===== src/rtl/mp_pkg.sv =====
// Shared definitions for the mp_top core and the instr_fetch stage in front of it.
// Contents:
//   - ALU opcode constants
//   - instruction field positions
//   - fetch FSM state enum
//   - opcode_legal(): true for an opcode the ALU implements
package mp_pkg;

    localparam int unsigned InstrW = 32;

    // Opcodes (shared with the ALU decoder)
    localparam logic [5:0] OpAdd = 6'd1;
    localparam logic [5:0] OpXor = 6'd2;
    localparam logic [5:0] OpOr  = 6'd3;
    localparam logic [5:0] OpMin = 6'd4;
    localparam logic [5:0] OpAnd = 6'd5;
    localparam logic [5:0] OpSub = 6'd6;
    localparam logic [5:0] OpMax = 6'd7;
    localparam logic [5:0] OpNeg = 6'd8;
    localparam logic [5:0] OpAvg = 6'd11;
    localparam logic [5:0] OpAbs = 6'd13;
    localparam logic [5:0] OpNot = 6'd15;

    // Instruction field positions
    localparam int unsigned OpcodeLsb = 0;
    localparam int unsigned OpcodeMsb = 5;
    localparam int unsigned Src1Lsb   = 6;
    localparam int unsigned Src1Msb   = 10;
    localparam int unsigned Src2Lsb   = 11;
    localparam int unsigned Src2Msb   = 15;
    localparam int unsigned DstLsb    = 16;
    localparam int unsigned DstMsb    = 20;
    localparam int unsigned RsvdLsb   = 21;
    localparam int unsigned RsvdMsb   = 31;

    typedef enum logic [2:0] {
        StIdle,
        StFetch,
        StCheck,
        StOut,
        StDone
    } fetch_state_e;

    function automatic logic opcode_legal(input logic [5:0] op);
        logic ok;
        case (op)
            OpAdd, OpXor, OpOr, OpMin, OpAnd, OpSub,
            OpMax, OpNeg, OpAvg, OpAbs, OpNot: ok = 1'b1;
            default:                           ok = 1'b0;
        endcase
        return ok;
    endfunction

endpackage


===== src/rtl/instr_fetch_if.sv =====
// Instruction handshake between the fetch stage and the core.
//   instr_out   : 32-bit instruction word
//   instr_valid : instr_out holds a word for the core
//   instr_ready : core accepts instr_out this cycle
// master = fetch stage (producer), slave = core (consumer).
interface instr_fetch_if;
    logic [31:0] instr_out;
    logic        instr_valid;
    logic        instr_ready;

    modport master (
        output instr_out,
        output instr_valid,
        input  instr_ready
    );

    modport slave (
        input  instr_out,
        input  instr_valid,
        output instr_ready
    );
endinterface


===== src/rtl/prog_mem.sv =====
// Program memory: DEPTH x 32, one synchronous write port, one registered read port.
//   clk   : rising-edge clock
//   we    : write enable
//   waddr : write address
//   wdata : write data
//   raddr : read address, sampled every cycle
//   rdata : word at raddr from the previous cycle
// Contents are deliberately not reset.
module prog_mem #(
    parameter int unsigned DEPTH = 16,
    parameter int unsigned AW    = $clog2(DEPTH)
) (
    input  logic          clk,
    input  logic          we,
    input  logic [AW-1:0] waddr,
    input  logic [31:0]   wdata,
    input  logic [AW-1:0] raddr,
    output logic [31:0]   rdata
);

    logic [31:0] mem [DEPTH];

    always_ff @(posedge clk) begin
        if (we) begin
            mem[waddr] <= wdata;
        end
        rdata <= mem[raddr];
    end

endmodule


===== src/rtl/instr_fetch.sv =====
// Instruction fetch stage feeding the mp_top core.
// Walks pc through a writable program memory and offers each word over a valid/ready
// handshake. A run ends on an all-zero halt word or after the word at DEPTH-1.
// Ports:
//   clk, rst        : clock, synchronous active-high reset
//   start           : begin a run from address 0 (honoured in idle/done only)
//   load_we/addr/data : program memory write (honoured while not busy)
//   instr           : instruction handshake (master side)
//   pc              : address of the next word to fetch
//   busy            : a run is in progress
//   done            : run finished, held until start or rst
//   drop_count      : words discarded by screening, saturating at 255
// Build option INSTR_CHECK_EN: drop words with an illegal opcode or non-zero bits
// [31:21] and count them; without it every non-zero word is forwarded and
// drop_count is 0.
module instr_fetch
    import mp_pkg::*;
#(
    parameter int unsigned DEPTH = 16,
    parameter int unsigned AW    = $clog2(DEPTH)
) (
    input  logic          clk,
    input  logic          rst,
    input  logic          start,
    input  logic          load_we,
    input  logic [AW-1:0] load_addr,
    input  logic [31:0]   load_data,
    instr_fetch_if.master instr,
    output logic [AW-1:0] pc,
    output logic          busy,
    output logic          done,
    output logic [7:0]    drop_count
);

    fetch_state_e state_q, state_d;

    logic [AW-1:0] pc_q, pc_d;
    logic [31:0]   out_q, out_d;
    logic          valid_q, valid_d;
    // Word currently in OUT came from DEPTH-1, so acceptance ends the run.
    logic          last_q, last_d;

    logic          mem_we;
    logic [31:0]   rdata;
    logic          is_last;
    logic          screen_fail;

`ifdef INSTR_CHECK_EN
    logic [7:0] drop_q, drop_d;
    assign screen_fail = !opcode_legal(rdata[OpcodeMsb:OpcodeLsb]) ||
                         (rdata[RsvdMsb:RsvdLsb] != '0);
`else
    assign screen_fail = 1'b0;
`endif

    assign is_last = (pc_q == AW'(DEPTH - 1));

    prog_mem #(
        .DEPTH (DEPTH),
        .AW    (AW)
    ) u_prog_mem (
        .clk   (clk),
        .we    (mem_we),
        .waddr (load_addr),
        .wdata (load_data),
        .raddr (pc_q),
        .rdata (rdata)
    );

    // State register
    always_ff @(posedge clk) begin
        if (rst) begin
            state_q <= StIdle;
        end else begin
            state_q <= state_d;
        end
    end

    // Datapath registers
    always_ff @(posedge clk) begin
        if (rst) begin
            pc_q    <= '0;
            out_q   <= '0;
            valid_q <= 1'b0;
            last_q  <= 1'b0;
        end else begin
            pc_q    <= pc_d;
            out_q   <= out_d;
            valid_q <= valid_d;
            last_q  <= last_d;
        end
    end

`ifdef INSTR_CHECK_EN
    always_ff @(posedge clk) begin
        if (rst) begin
            drop_q <= '0;
        end else begin
            drop_q <= drop_d;
        end
    end
`endif

    // Next-state and datapath updates
    always_comb begin
        state_d = state_q;
        pc_d    = pc_q;
        out_d   = out_q;
        valid_d = valid_q;
        last_d  = last_q;
`ifdef INSTR_CHECK_EN
        drop_d  = drop_q;
`endif
        case (state_q)
            StIdle, StDone: begin
                if (start) begin
                    state_d = StFetch;
                    pc_d    = '0;
`ifdef INSTR_CHECK_EN
                    drop_d  = '0;
`endif
                end
            end
            StFetch: begin
                state_d = StCheck;
            end
            StCheck: begin
                if (rdata == '0) begin
                    state_d = StDone;
                end else if (screen_fail) begin
`ifdef INSTR_CHECK_EN
                    drop_d  = (drop_q == 8'hFF) ? drop_q : drop_q + 8'd1;
`endif
                    pc_d    = pc_q + AW'(1);
                    state_d = is_last ? StDone : StFetch;
                end else begin
                    out_d   = rdata;
                    valid_d = 1'b1;
                    pc_d    = pc_q + AW'(1);
                    last_d  = is_last;
                    state_d = StOut;
                end
            end
            StOut: begin
                if (instr.instr_ready) begin
                    valid_d = 1'b0;
                    state_d = last_q ? StDone : StFetch;
                end
            end
            default: begin
                state_d = StIdle;
            end
        endcase
    end

    // Outputs
    always_comb begin
        busy              = (state_q != StIdle) && (state_q != StDone);
        done              = (state_q == StDone);
        mem_we            = load_we && !busy;
        pc                = pc_q;
        instr.instr_out   = out_q;
        instr.instr_valid = valid_q;
`ifdef INSTR_CHECK_EN
        drop_count        = drop_q;
`else
        drop_count        = '0;
`endif
    end

endmodule


===== src/flat_wrapper.sv =====
// flat-port wrapper written by rule: the top's interface ports become plain ports
module instr_fetch_flat import mp_pkg::*;
#(
    parameter int unsigned DEPTH = 16,
    parameter int unsigned AW    = $clog2(DEPTH)
)
  (clk, rst, start, load_we, load_addr, load_data, pc, busy, done, drop_count, instr_instr_out, instr_instr_valid, instr_instr_ready);
  instr_fetch_if instr_i ();
  input  logic clk;
  input  logic rst;
  input  logic start;
  input  logic load_we;
  input  logic [AW-1:0] load_addr;
  input  logic [31:0] load_data;
  output logic [AW-1:0] pc;
  output logic busy;
  output logic done;
  output logic [7:0] drop_count;
  output wire logic [$bits(instr_i.instr_out)-1:0] instr_instr_out;
  output wire logic [$bits(instr_i.instr_valid)-1:0] instr_instr_valid;
  input wire logic [$bits(instr_i.instr_ready)-1:0] instr_instr_ready;
  assign instr_instr_out = instr_i.instr_out;
  assign instr_instr_valid = instr_i.instr_valid;
  assign instr_i.instr_ready = instr_instr_ready;
  instr_fetch #(.DEPTH(DEPTH), .AW(AW)) u_core (.clk(clk), .rst(rst), .start(start), .load_we(load_we), .load_addr(load_addr), .load_data(load_data), .instr(instr_i), .pc(pc), .busy(busy), .done(done), .drop_count(drop_count));
endmodule

===== config.mk =====
export PLATFORM = sky130hd
export DESIGN_NAME = instr_fetch_flat
export DESIGN_NICKNAME = d
export VERILOG_FILES = /design/src/rtl/mp_pkg.sv /design/src/rtl/instr_fetch_if.sv /design/src/rtl/prog_mem.sv /design/src/rtl/instr_fetch.sv /design/src/flat_wrapper.sv
export SDC_FILE = /design/constraint.sdc
export NUM_CORES = 1
export LEC_CHECK = 0
export ABC_CLOCK_PERIOD_IN_PS = 5050
export BUFFER_PORTS_ARGS = -buffer_cell sky130_fd_sc_hd__buf_2
export CORE_UTILIZATION = 25
export CTS_CLUSTER_SIZE = 28
export DETAILED_ROUTE_END_ITERATION = 12
export SETUP_SLACK_MARGIN = 0.02
export SYNTH_ARGS = -nofsm -noshare
export SYNTH_HDL_FRONTEND = slang
export SYNTH_HIERARCHICAL = 1
export SYNTH_SLANG_ARGS = --single-unit
export TNS_END_PERCENT = 30

===== constraint.sdc =====
create_clock -name clk -period 5.05 [get_ports clk]
set_input_delay 0.2525 -clock clk [delete_from_list [all_inputs] [get_ports clk]]
set_output_delay 0.2525 -clock clk [all_outputs]
set_load 0.02 [all_outputs]

Yosys cells after proc, flatten, opt, wreduce, memory -nomap -nowiden --
Memories as Yosys holds them, arrays and structs flattened. A register that Yosys moved wholly into a read port is not among the register bits. Index checks and enable logic that the tools add are counted.
Operators by class: add/sub/neg operators 1, eq/ne operators 9, bitwise gates (word level) 1, reductions and logical operators 13, multiplexer cells 13
Operators with widths (count):
- 32-bit zero test | 1
- 3-bit 2-to-1 mux | 4
- 3-bit one-hot mux with 4 select lines | 1
- 4-bit 2-to-1 mux | 2
- 4-bit one-hot mux with 2 select lines | 1
- 3-bit by 2-bit equality test with 1-bit output, second input constant | 2
- 2-bit inequality test, second input constant | 3
- 3-bit AND reduction | 2
- 4-bit by 1-bit adder with 4-bit output, second input constant | 1
- 4-bit equality test, second input constant | 1
- 1-bit 2-to-1 mux | 4
- 2-bit AND reduction | 2
- 2-bit nonzero test | 2
- 3-bit by 1-bit equality test with 1-bit output, second input constant | 1
- 3-bit equality test, second input constant | 1
- 3-bit zero test | 1
- 3-bit inequality test, second input constant | 1
- 3-bit nonzero test | 1
- 1-bit logical AND | 2
- 1-bit one-hot mux with 2 select lines | 1
- 2-bit OR reduction | 1
- 1-bit zero test | 1
- 1-bit NOT | 1
Storage, ports and cells: logic and storage cells 43, memory bits (writable) 512, output and inout port bits 47, memories 1, register bits after elaboration 41
Memories:
- u_core.u_prog_mem.mem | depth 16, bits a word 32, rd ports 1, clocked after Yosys merged registers in 1, wr ports 1, line prog_mem.sv:21 | logic [31:0] mem [DEPTH];

Logic depth before layout (Yosys ltp) --
Gate-level depths: netlist of the first run.
word-level depth 6, gate-level depth with buffers 6

Cells and area by module --
Netlist of the first run, hierarchy kept.
By module, submodules not included:
- prog_mem | times used 1, cells an instance 838, sequential area each 16015.4 µm², area each 19854.0 µm²
- instr_fetch | times used 1, cells an instance 220, sequential area each 820.8 µm², area each 2077.0 µm²

Least setup slack after synthesis of the first run --
Ideal clock, no wire load.
kind register to register, start point reg u_core.state_q[0], end point mem u_core.u_prog_mem.mem[0][0] (enable), stages on the path, launching flop included 5, period minus slack after synthesis 3.930 ns, data required time 4.589 ns, setup time 0.461 ns, setup slack 1.120 ns, path buffers 0, arrival 3.469 ns, cell sequence dfxtp_1 > nor2_1 > and2_1 > or3b_2 > nor3_1
Between the ends: word-level cells in the longest chain between the ends 6, elaborated cells on any way between the ends 7, classes of those cells eq/ne (1); mux (2); reduce/logical (4)
Ends and longest elaborated chain:
- start: declaration | line instr_fetch.sv:35 | fetch_state_e state_q, state_d;
- start signal: assignment | line instr_fetch.sv:73 | state_q <= StIdle;
- start signal: assignment | line instr_fetch.sv:75 | state_q <= state_d;
- 3-bit inequality test or 3-bit nonzero test (tied branches) | line instr_fetch.sv:158 | busy = (state_q != StIdle) && (state_q != StDone);
- 1-bit logical AND (*) | line instr_fetch.sv:158
- 1-bit zero test (*) | line instr_fetch.sv:160 | mem_we = load_we && !busy;
- 1-bit logical AND (*) | line instr_fetch.sv:160
- net u_core.mem_we | line instr_fetch.sv:43 | logic mem_we;
- 1-bit 2-to-1 mux (*) | line prog_mem.sv:24 | if (we) begin
- 1-bit 2-to-1 mux (implied by the code) (*) | line prog_mem.sv:25 | mem[waddr] <= wdata;
- end: declaration | line prog_mem.sv:21
The timed path passes the listed nets; every way through them passes the cells marked *.

Worst setup path after layout of the first run --
start point reg u_core.state_q[0], end point mem u_core.u_prog_mem.mem[2][22] (enable)
Same word-level chain as after synthesis.

==> flow_summary.ini, run 1 <==
[critical_path]
worstSetupPathType = reg -> reg
endpoint_kind = register
worst_ep_required_time_ns = 5.27
start_kind = register
path_max_fanout = 32
worstPathArrival_ns = 3.15

[pwr]
ir_drop_uv = 264
power_density_nw_per_um2 = 412
finalPower_uw = 10700
leakage_uw = 0.00799

[timing]
max_slew_margin = 0.161
setup_violations = 0
setup_tns_ns = 0
skew_ns = 0.0154
period_minus_slack_ns = 2.93
fmax_ghz = 0.341
hold_viol = 0
worst_slew_pin_slew_ns = 1.26
drv_slew = 0
fin_crit_sh = 0.580
rsz0062_at_grt = no

[final_layout]
area_growth_pct = 18.2
drive_gt1_frac = 0.274
final_nets = 1229
multi_input_area_um2 = 4890
num-fill-cells = 8378
final_util = 0.298
final-seq-area_um2 = 16800

[logic_synthesis]
synth_warnings = 6
netlist_area_um2 = 21900
syn_avg_cell_area_um2 = 20.7
synthDistinctLibCells = 37
synthTopCellsByArea = edfxtp_1 (70%), mux4_2 (13%), dfxtp_1 (6.7%)
netlist_instances = 1058
synthDominantCellAreaShare = 0.701
yosysTopAreaCell = edfxtp_1
ys_ff_latch = 585
yosysSeqAreaShare = 0.768

[floorplan]
io_pins = 88
die-area_um2 = 88900
die_w_um = 298
design.core.area_um2 = 86900
die_y_um = 298
initial_core_util = 0.252
placementRows = 108

[job]
cap_violations = 0

[grt]
antenna_found_initial = 9
grt_pass1_vias = 10900
grt.total_usage = 0.110
grt_first_pass_wirelength_um = 73100
grt-ovfl-total = 0
grt_max_degree = 82

[cts]
clock_sinks = 585
htreeDepth = 2
clk_latency_ns = 0.62
clockBufferDepth = 3
clkSlewWorstSetupHoldPaths_ns = 0.06
tritoncts = done
root_buffer = clkbuf_16
cts_buffers = 58

[detailed_routing]
vias_per_cell = 4.43
vias = 10600
dr.pass1.iters = 7
drt_iter0_markers = 946
drtAntennaViolNets = 0
post-route-drc-count = 0
drt-wirelength-per-cell_um = 20.7
wl_um = 49400

[outcome]
status = finished, final reports clean

[hold_path]
hp-class = in -> reg

[place]
dp_hpwl_um = 28500
io_buffers = 79
place.gp.congestion = 0.749
worst max-delay path: stages, from the launching register on:
cell     delay (ns)
dfxtp_1        0.36
nor2_1         0.31
and2_1         0.28
or3b_2         0.59
nor2_4         0.98
metrics by stage:
step / cell area [µm²] / hold WS [ns] / setup slack (ns) / std cells
final: 25900 / 0.0269 / 2.12 / 2388
after global routing: 25900 / 0.0121 / 1.98 / 2387
after CTS: 25900 / 0.000981 / 2.15 / 2387
after detailed placement: 23800 / 0.457 / 2.16 / 2258
after global placement: 23800 / 0.457 / 2.23 / 2258
after floorplan: 22000 / 0.351 / 1.12 / 1065
cells in the mapped netlist, drive strengths merged:
cell type and instances:
edfxtp 512, mux4 128, dfxtp 73, nand2b 72
a22oi 65, buf 39, nand2 37, mux2i 35
clkbuf 25, nor2 21, nor4 8, a21oi 5
nor3 5, o21a 4, and2 3, inv 3
o21ai 3, nand3 2, nand3b 2, nand4 2
nor2b 2, a211oi 1, a221oi 1, a31oi 1
conb 1, ha 1, nand4b 1, o211ai 1
o31a 1, or3b 1, or4 1, xnor2 1
xor2 1
metal layers:
layer,vias up,track usage,part of all wire
met1,5582,0.153,0.45
met4,12,0.0274,0.016
met2,350,0.165,0.45
li1,4568,-,-
met3,62,0.0379,0.086
met5,-,0,0.0017
where the power goes:
group          switching [µW]  internal [µW]  total, µW
Sequential                129           5440       5570
Combinational             512            351        862
Clock                    1760           2500       4260
flip-flops by register name (all words and copies together) (netlist names):
| register | count |
|---|---|
| u_core/u_prog_mem/mem | 512 |
| u_core/u_prog_mem/rdata | 32 |
| u_core/instr.instr_valid | 1 |
| u_core/state_q | 3 |
| u_core/instr.instr_out | 32 |
| u_core/pc | 4 |
| u_core/last_q | 1 |
kinds of logic after synthesis:
logic type               Yosys count  share of synthesized area
flip-flops                       585                      0.768
multiplexers                     163                      0.147
AND/OR/NAND/NOR                  157                     0.0390
AO/OA/AOI/OAI                     82                     0.0275
buffers and inverters             67                     0.0168
XOR/XNOR                           2                   0.000799
adder cells (fa/ha/maj)            1                   0.000570
other                              1                   0.000171
worst paths after layout:
check / start / endpoint / slack (ns) / cells after the start
worst max-delay path: u_core/state_q[0]$_SDFFE_PP0P_ / u_core/u_prog_mem/mem[2][22]$_DFFE_PP_ / 2.12 / 4
worst min-delay path: load_data[27] / u_core/u_prog_mem/mem[12][27]$_DFFE_PP_ / 0.03 / 1
worst max register to register: u_core/state_q[0]$_SDFFE_PP0P_ / u_core/u_prog_mem/mem[2][22]$_DFFE_PP_ / 2.12 / 4
worst min register to register: u_core/instr.instr_valid$_SDFFE_PP0P_ / u_core/instr.instr_valid$_SDFFE_PP0P_ / 0.47 / 1
timing repair:
action | CTS | global route
hold buffers | 24 | 0
hold endpoints to repair | 307 | 0
setup buffers | 0 | 0
gates resized for setup | 0 | 0
cells in the final DEF (no fill, tap or decap), types with 6 or more instances in the layout:
cell type,Yosys,layout
clkbuf_16,0,59
dlygate4sd3_1,0,24
edfxtp_1,512,512
clkinv_2,0,6
buf_4,22,20
nand2b_1,72,72
bufinv_16,0,6
conb_1,1,8
nor2_1,21,8
nand2_1,37,37
dfxtp_1,73,71
a22oi_1,65,65
clkbuf_1,25,9
mux2i_1,35,35
nor2_4,0,13
clkinv_1,0,15
buf_2,4,79
mux4_2,128,128
final cells by class:
cell class,count,area share
antenna,1,0.0000965
clock buffer,73,0.0609
clock inverter,32,0.0123
inverter,3,0.000434
multi-input combinational,413,0.188
sequential,585,0.650
tap,1155,0.0557
timing repair buffer,126,0.0326
No activity file was read; power rests on OpenSTA's default activity.
==> run 2: changes to the inputs <==
Settings changed: ABC_CLOCK_PERIOD_IN_PS 5050 to 2800.
Clock period 5.05 ns to 2.8 ns, I/O delays scaled along.
==> run 2 against run 1 <==
Against the previous run: non-clock buffer count grew 32; clock-buffer cell count grew 2; final cell count grew 1.4%; power grew 83%; clock power grew 85%; global-route usage grew 0.28 points; critical endpoint is now u_core/u_prog_mem/mem[0][6]$_DFFE_PP_; largest cell class unchanged.
==> flow_summary.ini, run 2 (synthesis results as in run 1) <==
[cts]
root_buffer = clkbuf_16
clockBufferDepth = 3
cts_buffers = 56
post_cts_hold_buffer_count = 34
clock_sinks = 585
htreeDepth = 2
cts_resized = 0
clkSlewWorstSetupHoldPaths_ns = 0.06
tritoncts = done
clk_latency_ns = 0.61
cts_setup_buffers = 0

[place]
placedInstanceArea_um2 = 24100
io_buffers = 79
dp_hpwl_um = 30300
placed_cells = 2280
place.gp.congestion = 0.738

[floorplan]
die_y_um = 298
placementRows = 108
die_w_um = 298
design.core.area_um2 = 86900
die-area_um2 = 88900
initial_core_util = 0.252
io_pins = 88

[final_layout]
final_area_um2 = 26400
area_growth_pct = 20.3
num-fill-cells = 8378
top_register = u_core/u_prog_mem/mem
final_common_cell = edfxtp_1
drive_gt1_frac = 0.290
finalNonFillerCells = 2422
final_nets = 1259
final_cell_mix = edfxtp_1 (512), mux4_2 (128), buf_2 (79)
largest_reg_flops = 512

[detailed_routing]
post-route-drc-count = 0
drt-wirelength-per-cell_um = 20.9
wl_um = 50700
vias = 10700
vias_per_cell = 4.42
drt_iter0_markers = 968
dr.pass1.iters = 5
drtAntennaViolNets = 0

[pwr]
pwr-share-seq = 0.512
finalPower_uw = 19600
sw_frac_of_total = 0.221
power_density_nw_per_um2 = 741
leakage_uw = 0.00823
pwr-share-clk = 0.403
ir_drop_uv = 527
p_switching_uw = 4330
p_int_uw = 15200
comb_power_share = 0.085

[grt]
grt_first_pass_wirelength_um = 74300
grt_max_degree = 51
antenna_found_initial = 9
grt-ovfl-total = 0
grt_pass1_vias = 11100
grt.total_usage = 0.113

[timing]
skew_ns = 0.0196
max_slew_margin = 0.576
fmax_ghz = 0.423
worst_slew_pin_slew_ns = 0.636
setup_violations = 0
drv_slew = 0
hold_viol = 0
fin_crit_sh = 0.844
period_minus_slack_ns = 2.36
hold_ws_ns = 0.199
rsz0062_at_grt = no

[hold_path]
hp-class = in -> reg
min_to = u_core/instr.instr_out[14]$_SDFFE_PP0P_
min_from = rst
hold_depth = 3

[critical_path]
worstPathArrival_ns = 2.64
reg2reg_depth = 5
worstSetupPathType = reg -> reg
r2r-end = u_core/u_prog_mem/mem[0][6]$_DFFE_PP_
path_max_fanout = 32
r2r-start = u_core/state_q[0]$_SDFFE_PP0P_
r2r_slack_ns = 0.44
worst_ep_required_time_ns = 3.08
endpoint_kind = register
start_kind = register

[job]
cap_violations = 0

[outcome]
status = finished, final reports clean
==> run 2: changes by cell type in the layout (fill, tap and decap cells not counted), moves of 6 or more <==
cell,delta
buf_12,+10
buf_4,+12
clkinv_1,-8
clkinv_2,+6
dlygate4sd3_1,+10
==> run 2: metrics by stage <==
step	utilization	setup slack (ns)	setup TNS, ns
final	0.304	0.437	0
after global routing	0.304	0.312	0
after CTS	0.304	0.459	0
after detailed placement	0.277	0.478	0
after global placement	0.277	0.507	0
after floorplan	-	-0.779	-51.62
==> run 2: cell type report <==
type	count	area (µm²)	share of cell area
Inverter	3	11.3	0.000427
Clock inverter	31	382	0.0145
Sequential cell	585	16800	0.638
Timing Repair Buffer	158	1240	0.0468
Antenna cell	2	5.00	0.000190
Clock buffer	75	1560	0.0593
Multi-Input combinational cell	413	4900	0.186
Tap cell	1155	1450	0.0548
==> run 2: worst max-delay path by stage <==
| stage | cells after the start | from | endpoint | slack (ns) |
|---|---|---|---|---|
| after floorplan | 4 | u_core/state_q[0]$_SDFFE_PP0P_ | u_core/u_prog_mem/mem[4][0]$_DFFE_PP_ | -0.78 |
| after global placement | 5 | u_core/state_q[0]$_SDFFE_PP0P_ | u_core/u_prog_mem/mem[0][21]$_DFFE_PP_ | 0.51 |
| after detailed placement | 5 | u_core/state_q[0]$_SDFFE_PP0P_ | u_core/u_prog_mem/mem[0][10]$_DFFE_PP_ | 0.48 |
| after CTS | 5 | u_core/state_q[0]$_SDFFE_PP0P_ | u_core/u_prog_mem/mem[0][6]$_DFFE_PP_ | 0.46 |
| after global routing | 5 | u_core/state_q[0]$_SDFFE_PP0P_ | u_core/u_prog_mem/mem[12][27]$_DFFE_PP_ | 0.31 |
| final | 5 | u_core/state_q[0]$_SDFFE_PP0P_ | u_core/u_prog_mem/mem[0][6]$_DFFE_PP_ | 0.44 |
==> run 2: worst max-delay path, stage by stage (launching register included) <==
cell and delay (ns):
dfxtp_1 0.37, nor2_1 0.31, and2_1 0.29, or3b_2 0.60
nor3_4 0.19, buf_12 0.28
==> run 2: layer usage <==
layer | part of all wire | global-route usage | up-vias
li1 | - | - | 4615
met1 | 0.45 | 0.160 | 5661
met2 | 0.44 | 0.168 | 359
met3 | 0.085 | 0.0359 | 71
met4 | 0.017 | 0.0256 | 8
met5 | 0.0011 | 0 | -
==> run 2: power groups by stage <==
stage | clock network (µW) | logic (µW) | registers [µW]
6_report | 7890 | 1660 | 10000
5_1_grt | 8360 | 1800 | 10000
4_1_cts | 8070 | 1690 | 10000
3_5_place_dp | 0 | 1650 | 10200
3_3_place_gp | 0 | 1620 | 10200
2_1_floorplan | 0 | 996 | 10200
